### src/rtl/maze_frame_compositor.sv
// Maze game pixel compositor: two-stage colour pipeline plus PLAY/WIN/LOSE/DONE game controller.
// Frame events come from stage-1 pixel overlap and are resolved on the per-frame update pulse.
module maze_frame_compositor #(
  parameter int NUM_LEVELS    = 4,
  parameter int COLOR_BITS    = 8,
  parameter int BORDER_W      = 15,
  parameter int SCREEN_FRAMES = 120,
  parameter logic [3*NUM_LEVELS-1:0] WALL_PALETTE = 12'hB5F,
  localparam int LW = (NUM_LEVELS > 1) ? $clog2(NUM_LEVELS) : 1
) (
  input  logic                  clk,
  input  logic                  rst,
  input  logic                  update,
  input  logic [9:0]            x_count,
  input  logic [9:0]            y_count,
  input  logic                  screen_area,
  input  logic                  player_px,
  input  logic                  wall_px,
  input  logic                  safe_px,
  input  logic                  win_text_px,
  input  logic                  lose_text_px,
  input  logic                  start,
  output logic [LW-1:0]         level,
  output logic [1:0]            game_state,
  output logic                  player_reset,
  output logic [COLOR_BITS-1:0] vga_r,
  output logic [COLOR_BITS-1:0] vga_g,
  output logic [COLOR_BITS-1:0] vga_b
);

  // state | meaning
  // PLAY  | maze shown, hit/goal events collected each frame
  // WIN   | green WIN screen held for SCREEN_FRAMES updates
  // LOSE  | red GAME OVER screen held for SCREEN_FRAMES updates
  // DONE  | last level cleared, white screen until start
  typedef enum logic [1:0] {
    ST_PLAY = 2'd0,
    ST_WIN  = 2'd1,
    ST_LOSE = 2'd2,
    ST_DONE = 2'd3
  } state_t;

  localparam int CW = (SCREEN_FRAMES > 1) ? $clog2(SCREEN_FRAMES) : 1;
  localparam logic [CW-1:0] LAST_CNT = CW'(SCREEN_FRAMES - 1);
  localparam logic [LW-1:0] LAST_LVL = LW'(NUM_LEVELS - 1);
  localparam logic [9:0]    X_LO     = 10'(BORDER_W);
  localparam logic [9:0]    X_HI     = 10'(640 - BORDER_W);
  localparam logic [9:0]    Y_LO     = 10'(BORDER_W);
  localparam logic [9:0]    Y_HI     = 10'(480 - BORDER_W);

  state_t        state, state_n;
  logic [LW-1:0] level_n;
  logic [CW-1:0] cnt, cnt_n;
  logic          hit_lat, hit_lat_n, goal_lat, goal_lat_n;
  logic          player_reset_n;

  logic s1_screen, s1_player, s1_wall, s1_safe, s1_win_txt, s1_lose_txt, s1_border;
  logic border_c;
  logic hit_now, goal_now;
  logic [2:0] rgb;
  logic [2:0] wall_rgb;

  assign border_c = (x_count < X_LO) | (x_count >= X_HI) |
                    (y_count < Y_LO) | (y_count >= Y_HI);

  always_ff @(posedge clk or negedge rst) begin
    if (!rst) begin
      s1_screen   <= 1'b0;
      s1_player   <= 1'b0;
      s1_wall     <= 1'b0;
      s1_safe     <= 1'b0;
      s1_win_txt  <= 1'b0;
      s1_lose_txt <= 1'b0;
      s1_border   <= 1'b0;
    end else begin
      s1_screen   <= screen_area;
      s1_player   <= player_px;
      s1_wall     <= wall_px;
      s1_safe     <= safe_px;
      s1_win_txt  <= win_text_px;
      s1_lose_txt <= lose_text_px;
      s1_border   <= border_c;
    end
  end

  assign wall_rgb = WALL_PALETTE[3*int'(level) +: 3];

  always_comb begin
    rgb = 3'b000;
    if (s1_screen) begin
      case (state)
        ST_PLAY: begin
          if (s1_player)      rgb = 3'b010;
          else if (s1_border) rgb = 3'b111;
          else if (s1_wall)   rgb = wall_rgb;
          else if (s1_safe)   rgb = 3'b011;
        end
        ST_WIN:  if (!s1_win_txt)  rgb = 3'b010;
        ST_LOSE: if (!s1_lose_txt) rgb = 3'b100;
        ST_DONE: if (!s1_win_txt)  rgb = 3'b111;
        default: rgb = 3'b000;
      endcase
    end
  end

  always_ff @(posedge clk or negedge rst) begin
    if (!rst) begin
      vga_r <= '0;
      vga_g <= '0;
      vga_b <= '0;
    end else begin
      vga_r <= {COLOR_BITS{rgb[2]}};
      vga_g <= {COLOR_BITS{rgb[1]}};
      vga_b <= {COLOR_BITS{rgb[0]}};
    end
  end

  assign hit_now  = (state == ST_PLAY) & s1_screen & s1_player & (s1_wall | s1_border);
  assign goal_now = (state == ST_PLAY) & s1_screen & s1_player & s1_safe;

  // The pixel arriving on the update cycle itself still counts toward this frame.
  always_comb begin
    state_n    = state;
    level_n    = level;
    cnt_n      = cnt;
    hit_lat_n  = hit_lat | hit_now;
    goal_lat_n = goal_lat | goal_now;
    case (state)
      ST_PLAY: begin
        cnt_n = '0;
        if (update) begin
          if (hit_lat_n)       state_n = ST_LOSE;
          else if (goal_lat_n) state_n = ST_WIN;
        end
      end
      ST_WIN: begin
        if (update) begin
          if (cnt == LAST_CNT) begin
            if (level == LAST_LVL) begin
              state_n = ST_DONE;
            end else begin
              state_n = ST_PLAY;
              level_n = level + LW'(1);
            end
          end else begin
            cnt_n = cnt + CW'(1);
          end
        end
      end
      ST_LOSE: begin
        if (update) begin
          if (cnt == LAST_CNT) state_n = ST_PLAY;
          else                 cnt_n   = cnt + CW'(1);
        end
      end
      ST_DONE: begin
        if (start) begin
          state_n = ST_PLAY;
          level_n = '0;
        end
      end
      default: state_n = ST_PLAY;
    endcase
    if (update || (state_n != state)) begin
      hit_lat_n  = 1'b0;
      goal_lat_n = 1'b0;
    end
    if (state_n != state) cnt_n = '0;
    player_reset_n = (state_n == ST_PLAY) && (state != ST_PLAY);
  end

  always_ff @(posedge clk or negedge rst) begin
    if (!rst) begin
      state        <= ST_PLAY;
      level        <= '0;
      cnt          <= '0;
      hit_lat      <= 1'b0;
      goal_lat     <= 1'b0;
      player_reset <= 1'b0;
    end else begin
      state        <= state_n;
      level        <= level_n;
      cnt          <= cnt_n;
      hit_lat      <= hit_lat_n;
      goal_lat     <= goal_lat_n;
      player_reset <= player_reset_n;
    end
  end

  assign game_state = state;

endmodule
### config.mk
export PLATFORM = sky130hd
export DESIGN_NAME = maze_frame_compositor
export DESIGN_NICKNAME = d
export VERILOG_FILES = /design/src/rtl/maze_frame_compositor.sv
export SDC_FILE = /design/constraint.sdc
export NUM_CORES = 1
export LEC_CHECK = 0
export CORE_AREA = 2 2 65 61
export DETAILED_ROUTE_END_ITERATION = 10
export DIE_AREA = 0 0 67 63
export GPL_TIMING_DRIVEN = 0
export PLACE_DENSITY_LB_ADDON = 0.15
export SETUP_SLACK_MARGIN = 0.02
export SLEW_MARGIN = 20
export SYNTH_ARGS = -nofsm -noshare
export SYNTH_HDL_FRONTEND = slang
export SYNTH_SLANG_ARGS = --single-unit
### constraint.sdc
create_clock -name clk -period 3.1 [get_ports clk]
set_input_delay 0.93 -clock clk [delete_from_list [all_inputs] [get_ports clk]]
set_output_delay 0.93 -clock clk [all_outputs]
set_load 0.02 [all_outputs]
==> flow_metrics.env <==
export IMPL_result_of_the_run="finished clean"
export IMPL_clock_skew_final_ns=0.002941
export IMPL_vias=1438
export IMPL_synth_cells=169
export IMPL_finalWeightedCongestion=0.8365
export IMPL_worstPathRequired_ns=3.24
export IMPL_crit_path_capture_type="register"
export IMPL_power_density_relative_to_cell_area_mw_per_mm2=614.1
export IMPL_detail_route_vias_per_cell=5.191
export IMPL_dpl_cells=273
export IMPL_max_vdd_ir_drop_mv=0.4146
export IMPL_leakage_dissipation_nw=0.9464
export IMPL_cts_setup_buffers=0
export IMPL_die_area_mm2=0.004221
export IMPL_io_pins=59
export IMPL_routed_wirelength_um=3617
export IMPL_timing_hold_violations_final=0
export IMPL_grt_first_pass_wirelength_um=6210
export IMPL_largest_reg_flops=7
export IMPL_timing_max_transition_violations_final=0
export IMPL_syn_nets=207
export IMPL_netlist_area_mm2=0.001623
export IMPL_die_height_um=63
export IMPL_power_internal_mw=0.8762
export IMPL_power_net_switching_mw=0.5430
export IMPL_grt_setup_unrepaired="no"
export IMPL_worst_pin_slew_ns=0.5119
export IMPL_die_w_um=67
export IMPL_initial_antenna_violation_count=0
export IMPL_maxCapViolCount=0
export IMPL_fmax_ghz=0.3817
export IMPL_path_class="primary input to register"
export IMPL_core_area_mm2=0.003573
export IMPL_antenna_cells_inserted=0
export IMPL_grt_start_max_net_pins=25
export IMPL_timing_final_crit_share=0.8450
export IMPL_report_power_total_mw=1.419
export IMPL_htree_num_levels=1
export IMPL_worst_path_largest_cell_delay_ns=0.65
export IMPL_critPathArrivalTime_ns=2.76
export IMPL_area_grow_syn2layout_pct=42.41
export IMPL_cts_clk_slew_worst_paths_ns=0.08
export IMPL_postCtsResizedCells=0
export IMPL_numCtsBuffers=3
export IMPL_groute_usage_overall=0.1869
export IMPL_remaining_drc_errors=0
export IMPL_tritoncts="done"
export IMPL_grt_pass1_vias=1456
export IMPL_path_max_fanout=7
export IMPL_portBuffers=58
export IMPL_power_frac_clock=0.148
export IMPL_largest_register="cnt"
export IMPL_synthDistinctLibCells=47
export IMPL_min_delay_path_class="register to register"
export IMPL_holdBufCountCts=0
export IMPL_route_antenna_remaining_nets=0
export IMPL_dominantRegCellSynth="dfrtp_1"
export IMPL_setup_violations=0
export IMPL_power_combinational_fraction=0.564
export IMPL_min_period_ns=2.620
export IMPL_clock_tree_buffer_depth=2
export IMPL_crit_path_start_kind="primary input"
export IMPL_net_sw_frac=0.3826
export IMPL_final_cell_mix="clkdlybuf4s50_1, dfrtp_1, buf_4"
export IMPL_clk_latency_ns=0.27
export IMPL_synth_enable_flop_cells=0
export IMPL_pre_cts_slack_ns=0.2050
export IMPL_fin_setup_tns_ns=0
export IMPL_timing_critical_path_buf_inv=1
export IMPL_dp_hpwl_um=2951
export IMPL_detailedRoute_firstIterationViolations=54
export IMPL_max_slew_margin=0.6588
export IMPL_synth_async_sr_flop_share=1.000
export IMPL_route_detailed_wl_per_inst_um=13.06
export IMPL_avg_synthesized_cell_area_um2=9.602
export IMPL_layout_cells_non_filler=277
export IMPL_length_of_the_first_detailed_routing_pass_in_iterations=4
export IMPL_synth_sequential_area_ratio=0.3701
export IMPL_floorplan_initialDensity=0.4541
export IMPL_numClockSinks=24
export IMPL_timing_critical_path_cells="clkdlybuf4s50_1, nand4_2, nor3_2, a22oi_4, o211ai_2, a22oi_2"
export IMPL_final_layout_net_count=270
export IMPL_placement_rows=21
export IMPL_critical_path_slowest_cell="clkdlybuf4s50_1"
export IMPL_ys_warnings_count=0
export IMPL_fin_hold_ws_ns=0.5856
export IMPL_crit_family="compound AO/OA/AOI/OAI gates"
export IMPL_cts_root_buffer_cell="clkbuf_8"
export IMPL_setup_ws_ns=0.4805
export IMPL_yosys_register_bits=24
export IMPL_sequentialPowerShare=0.288
export IMPL_layout_commonest_cell="clkdlybuf4s50_1"
export IMPL_global_route_overflow_total=0
export IMPL_layout_drive_gt1_share=0.1861
## cell usage after synthesis (2+ instances only)
library cell	count	area share
inv_1	7	0.016
nor4_1	2	0.0077
a21oi_1	10	0.031
nand3_1	4	0.012
a211oi_1	2	0.0092
buf_4	21	0.097
nand2b_1	4	0.015
xnor2_1	4	0.022
ha_1	8	0.062
nor2b_1	6	0.023
nor3_2	2	0.012
nor3_1	5	0.015
a31oi_1	2	0.0077
a22o_1	2	0.011
nand4_1	6	0.023
or2_2	2	0.0077
o21ai_0	5	0.015
dfrtp_1	24	0.37
nand3b_1	2	0.0092
nor2_1	13	0.030
nand2_1	11	0.025
o2111ai_1	2	0.011
## worst reg2reg max path: cells and delay by family (launching register included)
family | cells | cell delay (ns)
AO/OA/AOI/OAI | 4 | 1.10
AND/OR/NAND/NOR | 1 | 0.13
buffers and inverters | 1 | 0.20
flip-flops | 1 | 0.46
adder cells (fa/ha/maj) | 1 | 0.27
## worst paths after layout
kind,depth (start not counted),end,slack [ns],start
min in group asynchronous,1,cnt[2],0.62,rst
setup / recovery,6,cnt[1],0.48,update
hold reg to reg,1,vga_r[0],0.59,s1_screen
hold / removal,1,vga_r[0],0.59,s1_screen
max in group asynchronous,1,s1_player,2.13,rst
setup reg to reg,7,cnt[1],0.82,game_state[1]
## power groups by stage
| stage | Combinational (mW) | Clock, mW | Sequential (mW) |
|---|---|---|---|
| 6_report | 0.801 | 0.210 | 0.408 |
| 5_1_grt | 0.864 | 0.226 | 0.418 |
| 4_1_cts | 0.806 | 0.217 | 0.409 |
| 3_5_place_dp | 0.804 | 0 | 0.414 |
| 3_3_place_gp | 0.787 | 0 | 0.410 |
| 2_1_floorplan | 0.473 | 0 | 0.433 |
## metrics by stage
step / cell area (µm²) / util
5_1_grt: 2311 / 0.6467
3_3_place_gp: 2261 / 0.6327
4_1_cts: 2316 / 0.6481
2_1_floorplan: 1623 / -
6_report: 2311 / 0.6467
3_5_place_dp: 2261 / 0.6327
## layer usage
layer | GRT usage | share of wire
met5 | 0 | 0
met1 | 0.2350 | 0.45
met4 | 0.04592 | 0.010
met2 | 0.3329 | 0.49
met3 | 0.02342 | 0.045
## area by class of cell
class | instances | area, µm²
clock buffers | 4 | 55.05
plain buffers | 22 | 162.7
flip-flops and latches | 24 | 600.6
inverters | 7 | 26.28
multi-input cells | 116 | 833.3
fillers | 307 | 1262
well taps | 46 | 57.56
repair buffers | 58 | 575.6
## kinds of logic after synthesis
| logic type | count (synthesis) | synth area share |
|---|---|---|
| muxes | 2 | 0.01311 |
| buffers and inverters | 29 | 0.1164 |
| AOI/OAI and AO/OA | 37 | 0.1812 |
| DFF | 24 | 0.3701 |
| adders and majority gates | 8 | 0.06168 |
| and+or+nand+nor | 65 | 0.2359 |
| xor gates and xnor gates | 4 | 0.02159 |
Power figures use the tool's default switching activity.
